<file path="src/rtl/instruction_fetch_unit_if.sv">
// rtl/instruction_fetch_unit_if.sv - fetch stage bus: redirect inputs, instruction memory port, decode handshake
interface instruction_fetch_unit_if #(
    parameter int Width = 32
) ();
    logic [1:0]       pc_src;
    logic [Width-1:0] branch_target;
    logic [Width-1:0] mepc;
    logic [Width-1:0] sepc;
    logic             mem_rd_en;
    logic [Width-1:0] mem_addr;
    logic             mem_ack;
    logic [31:0]      mem_rd_dat;
    logic             instr_valid;
    logic             instr_ready;
    logic [31:0]      instruction;
    logic [Width-1:0] instr_pc;

    modport master (
        input  pc_src, branch_target, mepc, sepc, mem_ack, mem_rd_dat, instr_ready,
        output mem_rd_en, mem_addr, instr_valid, instruction, instr_pc
    );

    modport slave (
        output pc_src, branch_target, mepc, sepc, mem_ack, mem_rd_dat, instr_ready,
        input  mem_rd_en, mem_addr, instr_valid, instruction, instr_pc
    );
endinterface

</file>
<file path="src/rtl/instruction_fetch_unit.sv">
// rtl/instruction_fetch_unit.sv - PC owner, instruction memory requester and one-entry output register
module instruction_fetch_unit #(
    parameter int               Width       = 32,
    parameter logic [Width-1:0] ResetVector = '0
) (
    input  logic                      clock,
    input  logic                      reset,
    instruction_fetch_unit_if.master  bus
);
    typedef enum logic [1:0] {
        ST_IDLE,
        ST_FETCH,
        ST_HOLD,
        ST_DROP
    } state_t;

    state_t           state_q;
    logic [Width-1:0] pc_q;
    logic [Width-1:0] pc_d;
    logic [Width-1:0] stale_addr_q;
    logic [Width-1:0] instr_pc_q;
    logic [31:0]      instruction_q;
    logic [Width-1:0] redirect_target;
    logic             redirect;

    always_comb begin
        redirect        = (bus.pc_src != 2'b00);
        redirect_target = bus.branch_target;
        case (bus.pc_src)
            2'b01:   redirect_target = bus.mepc;
            2'b10:   redirect_target = bus.sepc;
            default: redirect_target = bus.branch_target;
        endcase
        pc_d = pc_q;
        if (redirect) begin
            pc_d = {redirect_target[Width-1:2], 2'b00};
        end else if ((state_q == ST_FETCH) && bus.mem_ack) begin
            pc_d = pc_q + Width'(4);
        end
    end

    always_ff @(posedge clock) begin
        if (reset) begin
            state_q       <= ST_IDLE;
            pc_q          <= ResetVector;
            stale_addr_q  <= ResetVector;
            instr_pc_q    <= ResetVector;
            instruction_q <= 32'h0000_0013;
        end else begin
            pc_q <= pc_d;
            case (state_q)
                ST_IDLE: begin
                    state_q <= ST_FETCH;
                end
                ST_FETCH: begin
                    if (redirect) begin
                        // An unacked request must still be drained, so remember its address.
                        stale_addr_q <= pc_q;
                        state_q      <= bus.mem_ack ? ST_FETCH : ST_DROP;
                    end else if (bus.mem_ack) begin
                        instruction_q <= bus.mem_rd_dat;
                        instr_pc_q    <= pc_q;
                        state_q       <= ST_HOLD;
                    end
                end
                ST_HOLD: begin
                    if (redirect || bus.instr_ready) begin
                        state_q <= ST_FETCH;
                    end
                end
                ST_DROP: begin
                    if (bus.mem_ack) begin
                        state_q <= ST_FETCH;
                    end
                end
                default: state_q <= ST_IDLE;
            endcase
        end
    end

    assign bus.mem_rd_en   = (state_q == ST_FETCH) || (state_q == ST_DROP);
    assign bus.mem_addr    = (state_q == ST_DROP) ? stale_addr_q : pc_q;
    assign bus.instr_valid = (state_q == ST_HOLD);
    assign bus.instruction = instruction_q;
    assign bus.instr_pc    = instr_pc_q;
endmodule

</file>
<file path="src/flat_wrapper.sv">
// flat-port wrapper written by rule: the top's interface ports become plain ports
module instruction_fetch_unit_flat 
#(
    parameter int               Width       = 32,
    parameter logic [Width-1:0] ResetVector = '0
)
  (clock, reset, bus_pc_src, bus_branch_target, bus_mepc, bus_sepc, bus_mem_ack, bus_mem_rd_dat, bus_instr_ready, bus_mem_rd_en, bus_mem_addr, bus_instr_valid, bus_instruction, bus_instr_pc);
  instruction_fetch_unit_if #(.Width(Width)) bus_i ();
  input  logic clock;
  input  logic reset;
  input wire logic [$bits(bus_i.pc_src)-1:0] bus_pc_src;
  input wire logic [$bits(bus_i.branch_target)-1:0] bus_branch_target;
  input wire logic [$bits(bus_i.mepc)-1:0] bus_mepc;
  input wire logic [$bits(bus_i.sepc)-1:0] bus_sepc;
  input wire logic [$bits(bus_i.mem_ack)-1:0] bus_mem_ack;
  input wire logic [$bits(bus_i.mem_rd_dat)-1:0] bus_mem_rd_dat;
  input wire logic [$bits(bus_i.instr_ready)-1:0] bus_instr_ready;
  output wire logic [$bits(bus_i.mem_rd_en)-1:0] bus_mem_rd_en;
  output wire logic [$bits(bus_i.mem_addr)-1:0] bus_mem_addr;
  output wire logic [$bits(bus_i.instr_valid)-1:0] bus_instr_valid;
  output wire logic [$bits(bus_i.instruction)-1:0] bus_instruction;
  output wire logic [$bits(bus_i.instr_pc)-1:0] bus_instr_pc;
  assign bus_i.pc_src = bus_pc_src;
  assign bus_i.branch_target = bus_branch_target;
  assign bus_i.mepc = bus_mepc;
  assign bus_i.sepc = bus_sepc;
  assign bus_i.mem_ack = bus_mem_ack;
  assign bus_i.mem_rd_dat = bus_mem_rd_dat;
  assign bus_i.instr_ready = bus_instr_ready;
  assign bus_mem_rd_en = bus_i.mem_rd_en;
  assign bus_mem_addr = bus_i.mem_addr;
  assign bus_instr_valid = bus_i.instr_valid;
  assign bus_instruction = bus_i.instruction;
  assign bus_instr_pc = bus_i.instr_pc;
  instruction_fetch_unit #(.Width(Width), .ResetVector(ResetVector)) u_core (.clock(clock), .reset(reset), .bus(bus_i));
endmodule
</file>
<file path="config.mk">
export PLATFORM = sky130hd
export DESIGN_NAME = instruction_fetch_unit_flat
export DESIGN_NICKNAME = d
export VERILOG_FILES = /design/src/rtl/instruction_fetch_unit_if.sv /design/src/rtl/instruction_fetch_unit.sv /design/src/flat_wrapper.sv
export SDC_FILE = /design/constraint.sdc
export NUM_CORES = 1
export LEC_CHECK = 0
export CAP_MARGIN = 20
export CORE_ASPECT_RATIO = 0.5
export CORE_MARGIN = 2
export CORE_UTILIZATION = 35
export CTS_BUF_LIST = sky130_fd_sc_hd__clkbuf_8 sky130_fd_sc_hd__clkbuf_16
export DETAILED_ROUTE_END_ITERATION = 16
export GPL_ROUTABILITY_DRIVEN = 0
export PLACE_DENSITY = 0.63
export SYNTH_ARGS = -nofsm -noshare
export SYNTH_HDL_FRONTEND = slang
export SYNTH_SLANG_ARGS = --single-unit
</file>
<file path="constraint.sdc">
create_clock -name clock -period 5.6 [get_ports clock]
set_clock_uncertainty 0.05 [all_clocks]
set_input_delay 1.12 -clock clock [delete_from_list [all_inputs] [get_ports clock]]
set_output_delay 1.12 -clock clock [all_outputs]
set_load 0.02 [all_outputs]
</file>
==> impl_table.tex <==
\begin{tabular}{lr}
\hline
Metric & Value \\
\hline
\multicolumn{2}{l}{\textbf{Run status}} \\
Run status & completed \\
\multicolumn{2}{l}{\textbf{Pwr}} \\
Clock Power Share & 0.463 \\
Total power of the final layout & between 2 and 3 mW \\
Cell-internal power & around 1.9 mW \\
Switching component of the power & about 670 uW \\
Logic pwr share & 0.158 \\
Relative contribution of sequential cells to total power & 0.379 \\
Largest vdd supply drop & between 200 and 250 uV \\
Leakage power & $\sim$3.1 nW \\
PD cells & roughly 290 nW/um\^{}2 \\
Fraction of power spent switching nets & 0.260 \\
\multicolumn{2}{l}{\textbf{STA}} \\
Total setup violations reported at the end of the flow & 0 \\
Post-route setup TNS & 0 ns \\
Clock period minus worst slack & 3.61 ns \\
Number of failing hold endpoints at the final stage & 0 \\
Hold Slack & approximately 0.40 ns \\
Actual transition at the worst max-transition pin & 1.06 ns \\
Final Max Tran Viols & 0 \\
Setup repair after global routing missed its margin & no \\
Final worst-path cycle share & 0.644 \\
Worst relative slew slack & 0.293 \\
Maximum operating frequency & $\sim$0.28 GHz \\
\multicolumn{2}{l}{\textbf{Synthesis}} \\
Proportion of netlist area held by the largest area contributor & 0.413 \\
Synth warn & 0 \\
Total of flip-flops plus latches after synthesis & $\sim$120 \\
Post-synth EDFFs & 0 \\
Top post-synthesis cells by area & sky130\_fd\_sc\_hd\_\_dfxtp\_1 (41\%), sky130\_fd\_sc\_hd\_\_nand2\_1 (12\%), sky130\_fd\_sc\_hd\_\_a21oi\_1 (9.7\%), sky130\_fd\_sc\_hd\_\_mux2\_2 (5.6\%), sky130\_fd\_sc\_hd\_\_clkbuf\_1 (4.2\%) \\
Share of the yosys chip area belonging to registers & 0.413 \\
Largest area contributor in the netlist & sky130\_fd\_sc\_hd\_\_dfxtp\_1 \\
Top-count cell post-synth & sky130\_fd\_sc\_hd\_\_nand2\_1 \\
Ys flop type & sky130\_fd\_sc\_hd\_\_dfxtp\_1 \\
Avg Inst Size Synth & about 7.6 sq um \\
Cell area after technology mapping & 6020 sq um \\
Synth cell types & 48 \\
Synth cell count leaders & sky130\_fd\_sc\_hd\_\_nand2\_1 (198), sky130\_fd\_sc\_hd\_\_dfxtp\_1 (124), sky130\_fd\_sc\_hd\_\_a21oi\_1 (117) \\
Post-synthesis instance total & 787 \\
Async set-or-reset flop fraction in the synthesized netlist & 0 \\
\multicolumn{2}{l}{\textbf{Hold path}} \\
Class of the most critical hold timing path & reg2reg \\
\multicolumn{2}{l}{\textbf{Detailed routing}} \\
Total vias in the final route & $\sim$6200 \\
Initial DRC count & $\sim$360 \\
Count of TritonRoute iterations in the first routing pass & 5 \\
DRT antenna net count & 0 \\
Average wire per standard cell & 16.0 um \\
Total Routed Length & 19.1 mm \\
DRC violation count after routing & 0 \\
Via-per-instance ratio & approximately 5.2 \\
\multicolumn{2}{l}{\textbf{Worst setup path}} \\
Peak fanout along the critical path & 47 \\
Required @ worst endpoint & approximately 5.9 ns \\
Worst path slowest cell & sky130\_fd\_sc\_hd\_\_and4b\_2 \\
Max incr delay on CP & between 1 and 1.5 ns \\
Type of element capturing the critical path & flip-flop \\
Critical Path, Cell by Cell & clkdlybuf4s50\_1 > inv\_1 > ha\_2 > and4b\_2 > buf\_4 > nand2\_1 > a21oi\_1 \\
Data arrival time of the critical path & 3.88 ns \\
Crit Path Class & in2reg \\
Worst setup SP type & primary input \\
\multicolumn{2}{l}{\textbf{CTS}} \\
Post CTS Setup Buffer Count & 0 \\
CTS tree & yes \\
Cell at the root of the clock tree & sky130\_fd\_sc\_hd\_\_clkbuf\_16 \\
Clock sink total & around 120 \\
Clock edge transition at the registers on the reported setup and hold paths & approximately 0.060 ns \\
Number of H-tree branching levels & 4 \\
Hold-fix buffers at CTS & 0 \\
Worst skew pair latency & 0.41 ns \\
Cells resized by post-CTS repair & 0 \\
Max Buffers Root-to-Sink & 2 \\
TritonCTS Buffers & 17 \\
\multicolumn{2}{l}{\textbf{GRT}} \\
Final global-route overflow total & 0 \\
Number of antenna violations at the first check in global routing & 0 \\
GRT Total Usage & 0.211 \\
Number of global-route vias before repair & between 6000 and 7000 \\
Maximum number of pins on one net before global-route repair & 94 \\
First-pass GRT wire length & around 31 mm \\
\multicolumn{2}{l}{\textbf{Floorplanning}} \\
Top-level I/O count & roughly 230 \\
Vertical die dimension & roughly 97 um \\
Area inside the core boundary & 16600 sq um \\
Initial core utilization & 0.362 \\
Die area & about 18000 sq um \\
Row cnt & 33 \\
Die Width & about 190 um \\
\multicolumn{2}{l}{\textbf{Finish}} \\
Count of antenna diodes in the layout & 0 \\
Total area of sequential cells & $\sim$2500 sq um \\
Footprint of the multi-input gates & between 3000 and 4000 sq um \\
Filler Cells Inserted & approximately 1600 \\
Net count, final & between 1000 and 1500 \\
Share of cells above drive strength 1 & 0.0793 \\
Layout Cell Area excl Fill & 8920 sq um \\
Area growth, synth to finish & 48.3\% \\
Final instance count without filler cells & 1198 \\
\multicolumn{2}{l}{\textbf{Place}} \\
Count of buffers inserted at the top-level ports & about 220 \\
Number of placed instances, taps included & roughly 1200 \\
DP Area & between 8000 and 9000 sq um \\
Post-detailed-placement half-perimeter wirelength & between 10 and 15 mm \\
\multicolumn{2}{l}{\textbf{Job}} \\
Number of max-cap violations & 0 \\
\hline
\end{tabular}
[worst paths after layout]
kind / from / to / slack, ns / cells after the start
setup / recovery: bus_pc_src[0] / u_core.bus.instr_pc[5] / 1.99 / 7
hold / removal: u_core.stale_addr_q[24] / u_core.stale_addr_q[24] / 0.40 / 2
setup reg to reg: u_core.pc_q[2] / u_core.pc_q[26] / 3.03 / 5
hold reg to reg: u_core.stale_addr_q[24] / u_core.stale_addr_q[24] / 0.40 / 2
[through the flow]
step / util / setup slack (ns)
final: 0.537 / 1.99
after global routing: 0.537 / 1.74
after CTS: 0.536 / 1.98
after detailed placement: 0.497 / 1.56
after global placement: 0.497 / 1.61
after floorplan: - / 2.90
[logic make-up (layout without fill, tap and decap cells)]
kind of cell,count (synthesis),count (layout),share of synthesized area
mux,31,31,0.0578
flops,124,124,0.413
other cells,1,4,0.000623
simple gates,329,329,0.245
xor+xnor,7,7,0.0102
fa+ha+maj,4,4,0.00832
compound gates,205,205,0.207
buf+inv,86,267,0.0584
[power groups by stage]
stage	sequential (mW)	combinational (mW)	clock, mW
CTS	0.975	0.408	1.21
finish	0.977	0.407	1.19
global route	0.985	0.445	1.26
detailed placement	0.994	0.405	0
floorplan	0.977	0.221	0
global placement	0.991	0.402	0
[worst max-delay path: cells and delay by family]
kind / cells / cell delay [ns]
AND/OR/NAND/NOR: 2 / 1.11
buffers and inverters: 3 / 0.90
adder cells (fa/ha/maj): 1 / 0.60
AO/OA/AOI/OAI: 1 / 0.13
[layout by cell type, fill, tap and decap left out, types with 3 or more instances in the layout]
cell type,n
sky130_fd_sc_hd__a211oi_1,10
sky130_fd_sc_hd__a21oi_1,117
sky130_fd_sc_hd__a22oi_1,30
sky130_fd_sc_hd__a311oi_1,19
sky130_fd_sc_hd__and3_1,5
sky130_fd_sc_hd__and4_1,4
sky130_fd_sc_hd__buf_4,7
sky130_fd_sc_hd__bufinv_16,4
sky130_fd_sc_hd__clkbuf_16,17
sky130_fd_sc_hd__clkdlybuf4s50_1,220
sky130_fd_sc_hd__clkinvlp_4,3
sky130_fd_sc_hd__conb_1,4
sky130_fd_sc_hd__dfxtp_1,124
sky130_fd_sc_hd__ha_1,3
sky130_fd_sc_hd__inv_1,7
sky130_fd_sc_hd__inv_6,3
sky130_fd_sc_hd__mux2_2,30
sky130_fd_sc_hd__nand2_1,197
sky130_fd_sc_hd__nand3_1,10
sky130_fd_sc_hd__nand3b_1,5
sky130_fd_sc_hd__nand4_1,9
sky130_fd_sc_hd__nor2_1,56
sky130_fd_sc_hd__nor2b_1,3
sky130_fd_sc_hd__nor3_1,4
sky130_fd_sc_hd__o21ai_0,11
sky130_fd_sc_hd__o31ai_1,11
sky130_fd_sc_hd__or3_1,6
sky130_fd_sc_hd__or4_1,13
sky130_fd_sc_hd__xor2_1,5
[metal layers]
layer  GRT usage  wire length [um]  vias to the layer above
li1            -                 -                     3100
met1       0.279              9020                     2930
met2       0.350              9030                      137
met3      0.0464               887                       17
met4      0.0519               188                        0
met5           0                 0                        -
[registers in the layout (all words and copies together), names as in the netlist]
signal / flops
u_core.bus.instr_pc: 30
u_core.bus.instruction: 32
u_core.state_q: 2
u_core.stale_addr_q: 30
u_core.pc_q: 30
[area by class of cell]
| cell class | instances | share of cell area |
|---|---|---|
| clock buffer | 19 | 0.0508 |
| clock inverter | 13 | 0.0210 |
| inverter | 7 | 0.00295 |
| multi-input combinational | 580 | 0.359 |
| sequential | 124 | 0.278 |
| tap | 227 | 0.0318 |
| timing repair buffer | 228 | 0.256 |
(Power assumes the default switching activity.)
